[src/rtl/fu_issue_if.sv]
// fu_issue_if: request/grant bundle between the issue queue and the issue-select scheduler.
interface fu_issue_if #(
  parameter int RS_SIZE   = 16,
  parameter int IDX_W     = 4,
  parameter int FU_SIZE   = 2,
  parameter int FU_ARRAY  = 3,
  parameter int ISSUE_NUM = 3,
  parameter int LAT_W     = 3
);
  logic [RS_SIZE-1:0]           req_valid_in;
  logic [RS_SIZE*FU_SIZE-1:0]   req_fu_in;
  logic [FU_ARRAY*LAT_W-1:0]    fu_latency_in;
  logic                         flush_in;
  logic [RS_SIZE-1:0]           grant_out;
  logic [ISSUE_NUM-1:0]         grant_valid_out;
  logic [ISSUE_NUM*IDX_W-1:0]   grant_idx_out;
  logic [ISSUE_NUM*FU_SIZE-1:0] grant_fu_out;
  logic [FU_ARRAY-1:0]          fu_busy_out;
  logic                         no_issue_out;
  logic [1:0]                   issue_count_out;
  modport master (
    output req_valid_in, req_fu_in, fu_latency_in, flush_in,
    input  grant_out, grant_valid_out, grant_idx_out, grant_fu_out, fu_busy_out, no_issue_out, issue_count_out
  );
  modport slave (
    input  req_valid_in, req_fu_in, fu_latency_in, flush_in,
    output grant_out, grant_valid_out, grant_idx_out, grant_fu_out, fu_busy_out, no_issue_out, issue_count_out
  );
endinterface

[src/rtl/fu_issue_scheduler.sv]
// fu_issue_scheduler: round-robin issue select, one grant per FU per cycle, multi-cycle FU occupancy.
module fu_issue_scheduler #(
  parameter int RS_SIZE   = 16,
  parameter int IDX_W     = 4,
  parameter int FU_SIZE   = 2,
  parameter int FU_ARRAY  = 3,
  parameter int ISSUE_NUM = 3,
  parameter int LAT_W     = 3
) (
  input logic       clk,
  input logic       rst,
  fu_issue_if.slave bus
);
  localparam int FU_IDS = 1 << FU_SIZE;
  logic [IDX_W-1:0]           rr_ptr, last_idx;
  logic [LAT_W-1:0]           cnt [FU_ARRAY];
  logic [LAT_W-1:0]           cnt_nxt [FU_ARRAY];
  logic [FU_IDS-1:0]          fu_free, fu_taken;
  logic [RS_SIZE-1:0]         cand, sel_mask;
  logic [ISSUE_NUM-1:0]       sel_valid;
  logic [ISSUE_NUM*IDX_W-1:0] sel_idx;
  logic [ISSUE_NUM*FU_SIZE-1:0] sel_fu;
  logic [1:0]                 sel_cnt;
  assign cand = bus.req_valid_in & ~bus.grant_out;
  // ids at or above FU_ARRAY stay permanently non-free, so they are never granted
  always_comb begin
    fu_free = '0;
    for (int f = 0; f < FU_ARRAY; f++) fu_free[f] = cnt[f] == '0;
  end
  always_comb begin
    logic [IDX_W-1:0]   idx;
    logic [FU_SIZE-1:0] fu;
    sel_mask  = '0;
    sel_valid = '0;
    sel_idx   = '0;
    sel_fu    = '0;
    fu_taken  = '0;
    sel_cnt   = '0;
    last_idx  = rr_ptr;
    idx       = '0;
    fu        = '0;
    for (int k = 0; k < RS_SIZE; k++) begin
      idx = rr_ptr + IDX_W'(k);
      fu  = bus.req_fu_in[idx*FU_SIZE +: FU_SIZE];
      if (cand[idx] && fu_free[fu] && !fu_taken[fu] && sel_cnt < 2'(ISSUE_NUM)) begin
        sel_mask[idx]                       = 1'b1;
        sel_valid[sel_cnt]                  = 1'b1;
        sel_idx[sel_cnt*IDX_W +: IDX_W]     = idx;
        sel_fu[sel_cnt*FU_SIZE +: FU_SIZE]  = fu;
        fu_taken[fu]                        = 1'b1;
        last_idx                            = idx;
        sel_cnt                             = sel_cnt + 2'd1;
      end
    end
  end
  always_comb begin
    logic [LAT_W-1:0] lat;
    lat = '0;
    for (int f = 0; f < FU_ARRAY; f++) begin
      lat        = bus.fu_latency_in[f*LAT_W +: LAT_W];
      cnt_nxt[f] = bus.flush_in ? '0
                 : fu_taken[f] ? (lat > LAT_W'(1) ? lat - LAT_W'(1) : '0)
                 : (cnt[f] != '0 ? cnt[f] - LAT_W'(1) : '0);
    end
  end
  always_ff @(posedge clk) begin
    if (rst) begin
      rr_ptr              <= '0;
      bus.grant_out       <= '0;
      bus.grant_valid_out <= '0;
      bus.grant_idx_out   <= '0;
      bus.grant_fu_out    <= '0;
      bus.fu_busy_out     <= '0;
      bus.no_issue_out    <= 1'b0;
      bus.issue_count_out <= '0;
      for (int f = 0; f < FU_ARRAY; f++) cnt[f] <= '0;
    end else begin
      bus.grant_out       <= bus.flush_in ? '0 : sel_mask;
      bus.grant_valid_out <= bus.flush_in ? '0 : sel_valid;
      bus.grant_idx_out   <= bus.flush_in ? '0 : sel_idx;
      bus.grant_fu_out    <= bus.flush_in ? '0 : sel_fu;
      bus.issue_count_out <= bus.flush_in ? '0 : sel_cnt;
      bus.no_issue_out    <= !bus.flush_in && |cand && sel_cnt == '0;
      if (!bus.flush_in && sel_cnt != '0) rr_ptr <= last_idx + IDX_W'(1);
      for (int f = 0; f < FU_ARRAY; f++) begin
        cnt[f]             <= cnt_nxt[f];
        bus.fu_busy_out[f] <= cnt_nxt[f] != '0;
      end
    end
  end
endmodule

[src/flat_wrapper.sv]
// flat-port wrapper written by rule: the top's interface ports become plain ports
module fu_issue_scheduler_flat 
#(
  parameter int RS_SIZE   = 16,
  parameter int IDX_W     = 4,
  parameter int FU_SIZE   = 2,
  parameter int FU_ARRAY  = 3,
  parameter int ISSUE_NUM = 3,
  parameter int LAT_W     = 3
)
  (clk, rst, bus_req_valid_in, bus_req_fu_in, bus_fu_latency_in, bus_flush_in, bus_grant_out, bus_grant_valid_out, bus_grant_idx_out, bus_grant_fu_out, bus_fu_busy_out, bus_no_issue_out, bus_issue_count_out);
  fu_issue_if #(.RS_SIZE(RS_SIZE), .IDX_W(IDX_W), .FU_SIZE(FU_SIZE), .FU_ARRAY(FU_ARRAY), .ISSUE_NUM(ISSUE_NUM), .LAT_W(LAT_W)) bus_i ();
  input logic clk;
  input logic rst;
  input wire logic [$bits(bus_i.req_valid_in)-1:0] bus_req_valid_in;
  input wire logic [$bits(bus_i.req_fu_in)-1:0] bus_req_fu_in;
  input wire logic [$bits(bus_i.fu_latency_in)-1:0] bus_fu_latency_in;
  input wire logic [$bits(bus_i.flush_in)-1:0] bus_flush_in;
  output wire logic [$bits(bus_i.grant_out)-1:0] bus_grant_out;
  output wire logic [$bits(bus_i.grant_valid_out)-1:0] bus_grant_valid_out;
  output wire logic [$bits(bus_i.grant_idx_out)-1:0] bus_grant_idx_out;
  output wire logic [$bits(bus_i.grant_fu_out)-1:0] bus_grant_fu_out;
  output wire logic [$bits(bus_i.fu_busy_out)-1:0] bus_fu_busy_out;
  output wire logic [$bits(bus_i.no_issue_out)-1:0] bus_no_issue_out;
  output wire logic [$bits(bus_i.issue_count_out)-1:0] bus_issue_count_out;
  assign bus_i.req_valid_in = bus_req_valid_in;
  assign bus_i.req_fu_in = bus_req_fu_in;
  assign bus_i.fu_latency_in = bus_fu_latency_in;
  assign bus_i.flush_in = bus_flush_in;
  assign bus_grant_out = bus_i.grant_out;
  assign bus_grant_valid_out = bus_i.grant_valid_out;
  assign bus_grant_idx_out = bus_i.grant_idx_out;
  assign bus_grant_fu_out = bus_i.grant_fu_out;
  assign bus_fu_busy_out = bus_i.fu_busy_out;
  assign bus_no_issue_out = bus_i.no_issue_out;
  assign bus_issue_count_out = bus_i.issue_count_out;
  fu_issue_scheduler #(.RS_SIZE(RS_SIZE), .IDX_W(IDX_W), .FU_SIZE(FU_SIZE), .FU_ARRAY(FU_ARRAY), .ISSUE_NUM(ISSUE_NUM), .LAT_W(LAT_W)) u_core (.clk(clk), .rst(rst), .bus(bus_i));
endmodule
[config.mk]
export PLATFORM = sky130hd
export DESIGN_NAME = fu_issue_scheduler_flat
export DESIGN_NICKNAME = d
export VERILOG_FILES = /design/src/rtl/fu_issue_if.sv /design/src/rtl/fu_issue_scheduler.sv /design/src/flat_wrapper.sv
export SDC_FILE = /design/constraint.sdc
export NUM_CORES = 1
export LEC_CHECK = 0
export BUFFER_PORTS_ARGS = -buffer_cell sky130_fd_sc_hd__buf_2
export CAP_MARGIN = 30
export CORE_MARGIN = 3
export CORE_UTILIZATION = 50
export DETAILED_ROUTE_END_ITERATION = 10
export PLACE_DENSITY = 0.65
export SYNTH_ARGS = -nofsm -noshare
export SYNTH_HDL_FRONTEND = slang
export SYNTH_SLANG_ARGS = --single-unit
[constraint.sdc]
create_clock -name clk -period 40.2 [get_ports clk]
set_input_delay 2.01 -clock clk [delete_from_list [all_inputs] [get_ports clk]]
set_output_delay 2.01 -clock clk [all_outputs]
set_load 0.03 [all_outputs]
# After elaboration in Yosys (flattened, before gate mapping)
# Memories as Yosys holds them, arrays and structs flattened.
# Cells that the tools add are included.
# totals
n_memories,1
reg_bits,47
wordCells,790
input_bits,60
out_inout_bits,43
mem_bits_rw,9
# mem_list
name,words,word_bits,rd,rd_ports_with_merged_regs,write_ports,line_no,source
u_core.cnt,3,3,3,0,3,fu_issue_scheduler.sv:16,logic [LAT_W-1:0] cnt [FU_ARRAY];
# classes
n_mux,349
shifts,76
reduce_logical,127
n_bitwise,50
magnitude_cmp,112
n_addsub,67
# op_table
operator,count
$shiftx A32 B6 Y2,16
$neg A3 Y34,15
$shift A2 B34 Y6 const A,15
$shift A4 B34 Y12 const A,15
$shiftx A2 B34 Y6,15
$shiftx A4 B34 Y12,15
$neg A4 Y34,14
$mux W16,16
$or A16 B16 Y16,15
$bwmux W12,15
$mux W12,15
$mux W4,31
$mux W1,100
$logic_and A1 B1 Y1,97
$mux W3,31
$bwmux W6,15
$lt A2 B3 Y1 const B,30
$mux W6,15
$lt A4 B5 Y1 const B,16
$bmux W1 S2,32
$bmux W1 S4,16
$demux W1 S4,16
$ge A4 B1 Y1 const B,16
$demux W1 S2,31
other kinds (28),169

# Logic depth before layout (Yosys ltp)
# depth
depth_word,100
ltp_mapped,133
depth_no_buf,113

# Worst setup path before layout
# OpenSTA, ideal clock, no wires.
# synth_path
path_kind,input port to flip-flop
from,input port bus_req_fu_in[30]
to,register u_core.rr_ptr[2]
arrival_time_ps,28513
setup_time_ps,114
stages,116
slack_ps,11572
path_buffers,13
required_ps,40086
path_cell_list,mux4_2 mux2i_4 or3b_1 a21o_1 nand2_1 nand2_1 o31a_1 inv_1 clkbuf_1 ha_1 o31a_1 or2_2 ha_1 a2111oi_2 o221a_2 nand3_1 o31ai_1 inv_1 (+80 left out) o41ai_1 o21ai_1 mux2i_1 inv_1 ha_1 nand3b_1 nor3_1 nand2_1 nor4_1 a2bb2oi_1 clkbuf_1 clkbuf_1 clkbuf_1 a21oi_1 ha_1 xnor2_1 mux2i_1 nor2_1
# synth_via
elab_chain_len,98
word_cells_on_any_way,311
classes_between,16 x add/sub; 45 x order compare; 16 x shift; 140 x mux; 14 x bitwise; 80 x reduce/logical
# synth_lines
item,line_no,source
start: declaration,flat_wrapper.sv:16,input wire logic [$bits(bus_i.req_fu_in)-1:0] bus_req_fu_in;
branches (longest 98 deep; another with $lt A2 B3 Y1),n/a,
end signal: assignment,fu_issue_scheduler.sv:84,if (!bus.flush_in && sel_cnt != '0) rr_ptr <= last_idx + IDX_W'(1);
end: declaration,fu_issue_scheduler.sv:15,"logic [IDX_W-1:0] rr_ptr, last_idx;"
# Several ways; the timed one is not identified. The select of a mux whose other input is x is not followed.
# A chain may end at the register's enable or synchronous reset.

# Worst setup path after layout
# layout_path
from,input port bus_req_valid_in[8]
to,register u_core.rr_ptr[3]
# layout_via
elab_chain_len,98
word_cells_on_any_way,218
classes_between,16 x add/sub; 15 x order compare; 108 x mux; 15 x bitwise; 64 x reduce/logical
# layout_lines
item,line_no,source
start: declaration,flat_wrapper.sv:15,input wire logic [$bits(bus_i.req_valid_in)-1:0] bus_req_valid_in;
$and A16 B16 Y16 *,fu_issue_scheduler.sv:24,assign cand = bus.req_valid_in & ~bus.grant_out;
branches (longest 97 deep; another with $bmux W1 S4),n/a,
# Mark *: on every way between the ends. The select of a mux whose other input is x is not followed.

==> flow_summary_export.csv <==
group,metric,value,unit
place,io_buffer_count,102,
sta,report.final.hold_viol_count,0,
global_routing,grt_max_degree,52,
sta,tightestPinTransition,1.132,ns
critical_path,max_stage_delay,0.92,ns
detailed_routing,antenna_left,0,
detailed_routing,post_drt_via_cell_ratio,7.723,
synth,post_synth_main_area_contributors,"mux4_2 11%, ha_1 9.5%, dfxtp_1 7.4%",
place,place.detailed.instances,2431,
sta,slew-limit-headroom,23.81,%
sta,final_min_period_over_clock_period,88.10,%
critical_path,timing.critical_path.from_type,"input pin",
synth,yosysTopAreaCell,"mux4_2",
floorplanning,design.portCount,103,
critical_path,critPathCaptureType,"flop",
global_routing,grt_antenna_before_repair,1,
clock_network,clk_transition_reported_paths,0.09,ns
synth,synthesis.area,0.01521,mm²
synth,postSynthRegisterBits,56,
detailed_routing,vias,18836,
floorplanning,floorplan.core_area,0.02980,mm²
synth,synth.avg_cell_area,7.437,µm²
synth,synth_top_cell_area_share,11.25,%
global_routing,first_global_vias,17101,
synth,synthesis.nets,2221,
global_routing,grt_util_all_layers,43.47,%
synth,synth-edff-count,0,
detailed_routing,drc,0,
detailed_routing,detail_route.first_pass.iterations,6,
critical_path,timing.setup.critical_path_class,"input pin to flop",
global_routing,globalRoute.totalOverflow,0,
synth,commonest_register_cell_after_synthesis,"dfxtp_1",
floorplanning,floorplan.initialDensity,51.05,%
clock_network,tritoncts.num_buffers,5,
layout,num-nets-final,2224,
clock_network,post_cts_resized,0,
synth,ys_seq_area_share,7.371,%
flow_run,drv_cap,0,
clock_network,cts.path.max_buffers,2,
critical_path,endpoint_arrival_time_on_the_critical_path,35.66,ns
clock_network,cts_tree,"done",
layout,design_area,0.01614,mm²
place,place_hpwl,57.09,mm
layout,filler_cell_count,2872,
global_routing,first_pass_grt_wire_length,109.5,mm
layout,area_growth_syn_to_layout,6.128,%
floorplanning,die_boundary_height,180.4,µm
place,gp_congestion,1.135,
clock_network,insertion_delay,0.33,ns
layout,final_cell_count_no_fill,2439,
sta,finalClockSkew,0.01293,ns
detailed_routing,drt_iter0_markers,2975,
clock_network,ctsRootBufferMaster,"clkbuf_16",
sta,slew_viol_final,0,
detailed_routing,wl,75.15,mm
sta,rsz_0062_raised_after_global_routing,"false",
sta,setup_viol_count_final,0,
synth,synth-warning-count,0,
critical_path,timing.critical_path.slowest_stage_cell,"o41ai_1",
outcome,status,"finished, final reports clean",
layout,final_layout_size_suffix_gt1_share,16.30,%
floorplanning,floorplan.die_area,0.03255,mm²
critical_path,cp_data_required_time,40.45,ns
sta,max_freq,0.02824,GHz
synth,asr_flop_ratio_synth,0,%
sta,period_minus_slack,35.41,ns
floorplanning,die_width,180.4,µm
clock_network,postCtsSetupBuffers,0,
synth,synthesis.instances,2045,
place,postPlaceCellArea,0.01599,mm²
synth,distinct_cells_synth,102,
clock_network,cts.hold.buffers_added,0,
detailed_routing,routed_wl_per_cell,30.81,µm
critical_path,path_max_fanout,29,
floorplanning,floorplan.rows,63,
critical_path,critPathMostFrequentCell,"ha_1",
layout,antenna_cells,0,
clock_network,clock-sinks,56,
clock_network,htreeDepth,2,
sta,setup_tns,0,ns
hold_path,hold_class,"flop to flop",
final timing paths:
check / from / to / slack, ns / depth (start not counted)
worst min-delay path: u_core.cnt[0][2]$_SDFF_PP0_ / u_core.cnt[0][2]$_SDFF_PP0_ / 0.53 / 2
worst max register to register: u_core.rr_ptr[1]$_SDFFE_PP0P_ / u_core.rr_ptr[3]$_SDFFE_PP0P_ / 4.93 / 113
worst min register to register: u_core.cnt[0][2]$_SDFF_PP0_ / u_core.cnt[0][2]$_SDFF_PP0_ / 0.53 / 2
worst max-delay path: bus_req_valid_in[8] / u_core.rr_ptr[3]$_SDFFE_PP0P_ / 4.79 / 110
registers in the layout, summed over array words and instances (netlist names):
| signal | count |
|---|---|
| u_core.bus.grant_out | 16 |
| u_core.bus.grant_idx_out | 12 |
| u_core.cnt | 9 |
| u_core.bus.grant_fu_out | 6 |
| u_core.rr_ptr | 4 |
| u_core.bus.fu_busy_out | 3 |
| u_core.bus.grant_valid_out | 3 |
| u_core.bus.issue_count_out | 2 |
| u_core.bus.no_issue_out | 1 |
cells in the final DEF, fill, tap and decap left out, types with 14 or more instances in the layout:
master / count
nand4_1: 34
xnor2_1: 18
and3_1: 20
nor3_1: 55
and4_1: 14
a21oi_1: 118
nand2b_1: 28
nor2_1: 164
nand2_1: 216
o22ai_1: 41
a31oi_1: 36
mux2_2: 21
or3_1: 17
a211oi_1: 41
o221ai_1: 41
a21o_1: 14
mux4_2: 76
mux2i_1: 36
nor3b_1: 21
o21ai_0: 96
inv_1: 68
dfxtp_1: 53
nor4_1: 26
a2111oi_0: 14
and2_1: 34
nand3_1: 79
a221oi_1: 28
buf_4: 52
a22oi_1: 47
nor2b_1: 34
o211ai_1: 18
buf_2: 103
ha_1: 114
cells in the mapped netlist, types with 14 or more instances:
library cell    n
mux2i_1        36
a22oi_1        47
nand2_1       216
nand4_1        34
nor2b_1        34
o22ai_1        41
a21oi_1       119
o211ai_1       18
dfxtp_1        56
clkbuf_1      116
nand2b_1       28
and3_1         20
o221ai_1       41
a2111oi_0      14
nor2_1        165
a211oi_1       41
nor4_1         26
o21ai_0        96
a221oi_1       28
nand3_1        79
mux2_2         21
and4_1         14
a31oi_1        37
and2_1         34
nor3b_1        21
nor3_1         56
buf_2          21
xnor2_1        22
ha_1          115
mux4_2         76
a21o_1         14
or3_1          17
inv_1          68
worst max-delay path, delay by kind of cell:
family	cells	cell delay, ns
AOI/OAI and AO/OA	38	12.61
and+or+nand+nor	30	9.26
buffers and inverters	18	3.92
muxes	2	1.00
adders and majority gates	14	3.89
xor gates and xnor gates	8	2.93
stage by stage:
| stage | setup WS [ns] | hold WS, ns | utilization, % |
|---|---|---|---|
| after floorplan | 11.57 | 0.4774 | - |
| after global placement | 7.138 | 0.5034 | 53.65 |
| after detailed placement | 5.834 | 0.5183 | 53.67 |
| after CTS | 6.100 | 0.5303 | 54.17 |
| after global routing | 2.408 | 0.5732 | 54.17 |
| final | 4.785 | 0.5289 | 54.17 |
metal layers:
| metal | routed length (µm) | track usage (%) |
|---|---|---|
| met1 | 27350 | 56.01 |
| met2 | 30960 | 64.78 |
| met3 | 11290 | 13.71 |
| met4 | 5545 | 23.70 |
| met5 | 7 | 0 |
kinds of logic after synthesis:
kind of cell	after synthesis	share of synthesized area, %
AOI/OAI and AO/OA	673	31.62
xor gates and xnor gates	36	3.060
adders and majority gates	116	9.592
buffers and inverters	238	6.474
DFF	56	7.371
muxes	138	15.75
and+or+nand+nor	788	26.14
final cells by class:
type | instances | area (µm²) | area share, %
inverters | 79 | 301.5 | 1.868
repair buffers | 155 | 905.9 | 5.612
clock buffers | 5 | 125.1 | 0.7751
multi-input cells | 1751 | 13170 | 81.58
flip-flops and latches | 56 | 1127 | 6.984
well taps | 390 | 488.0 | 3.023
clock inverters | 3 | 26.28 | 0.1628
Power is not shown: default switching activity piles up to over one toggle a cycle in this logic, so the estimate is an artifact.
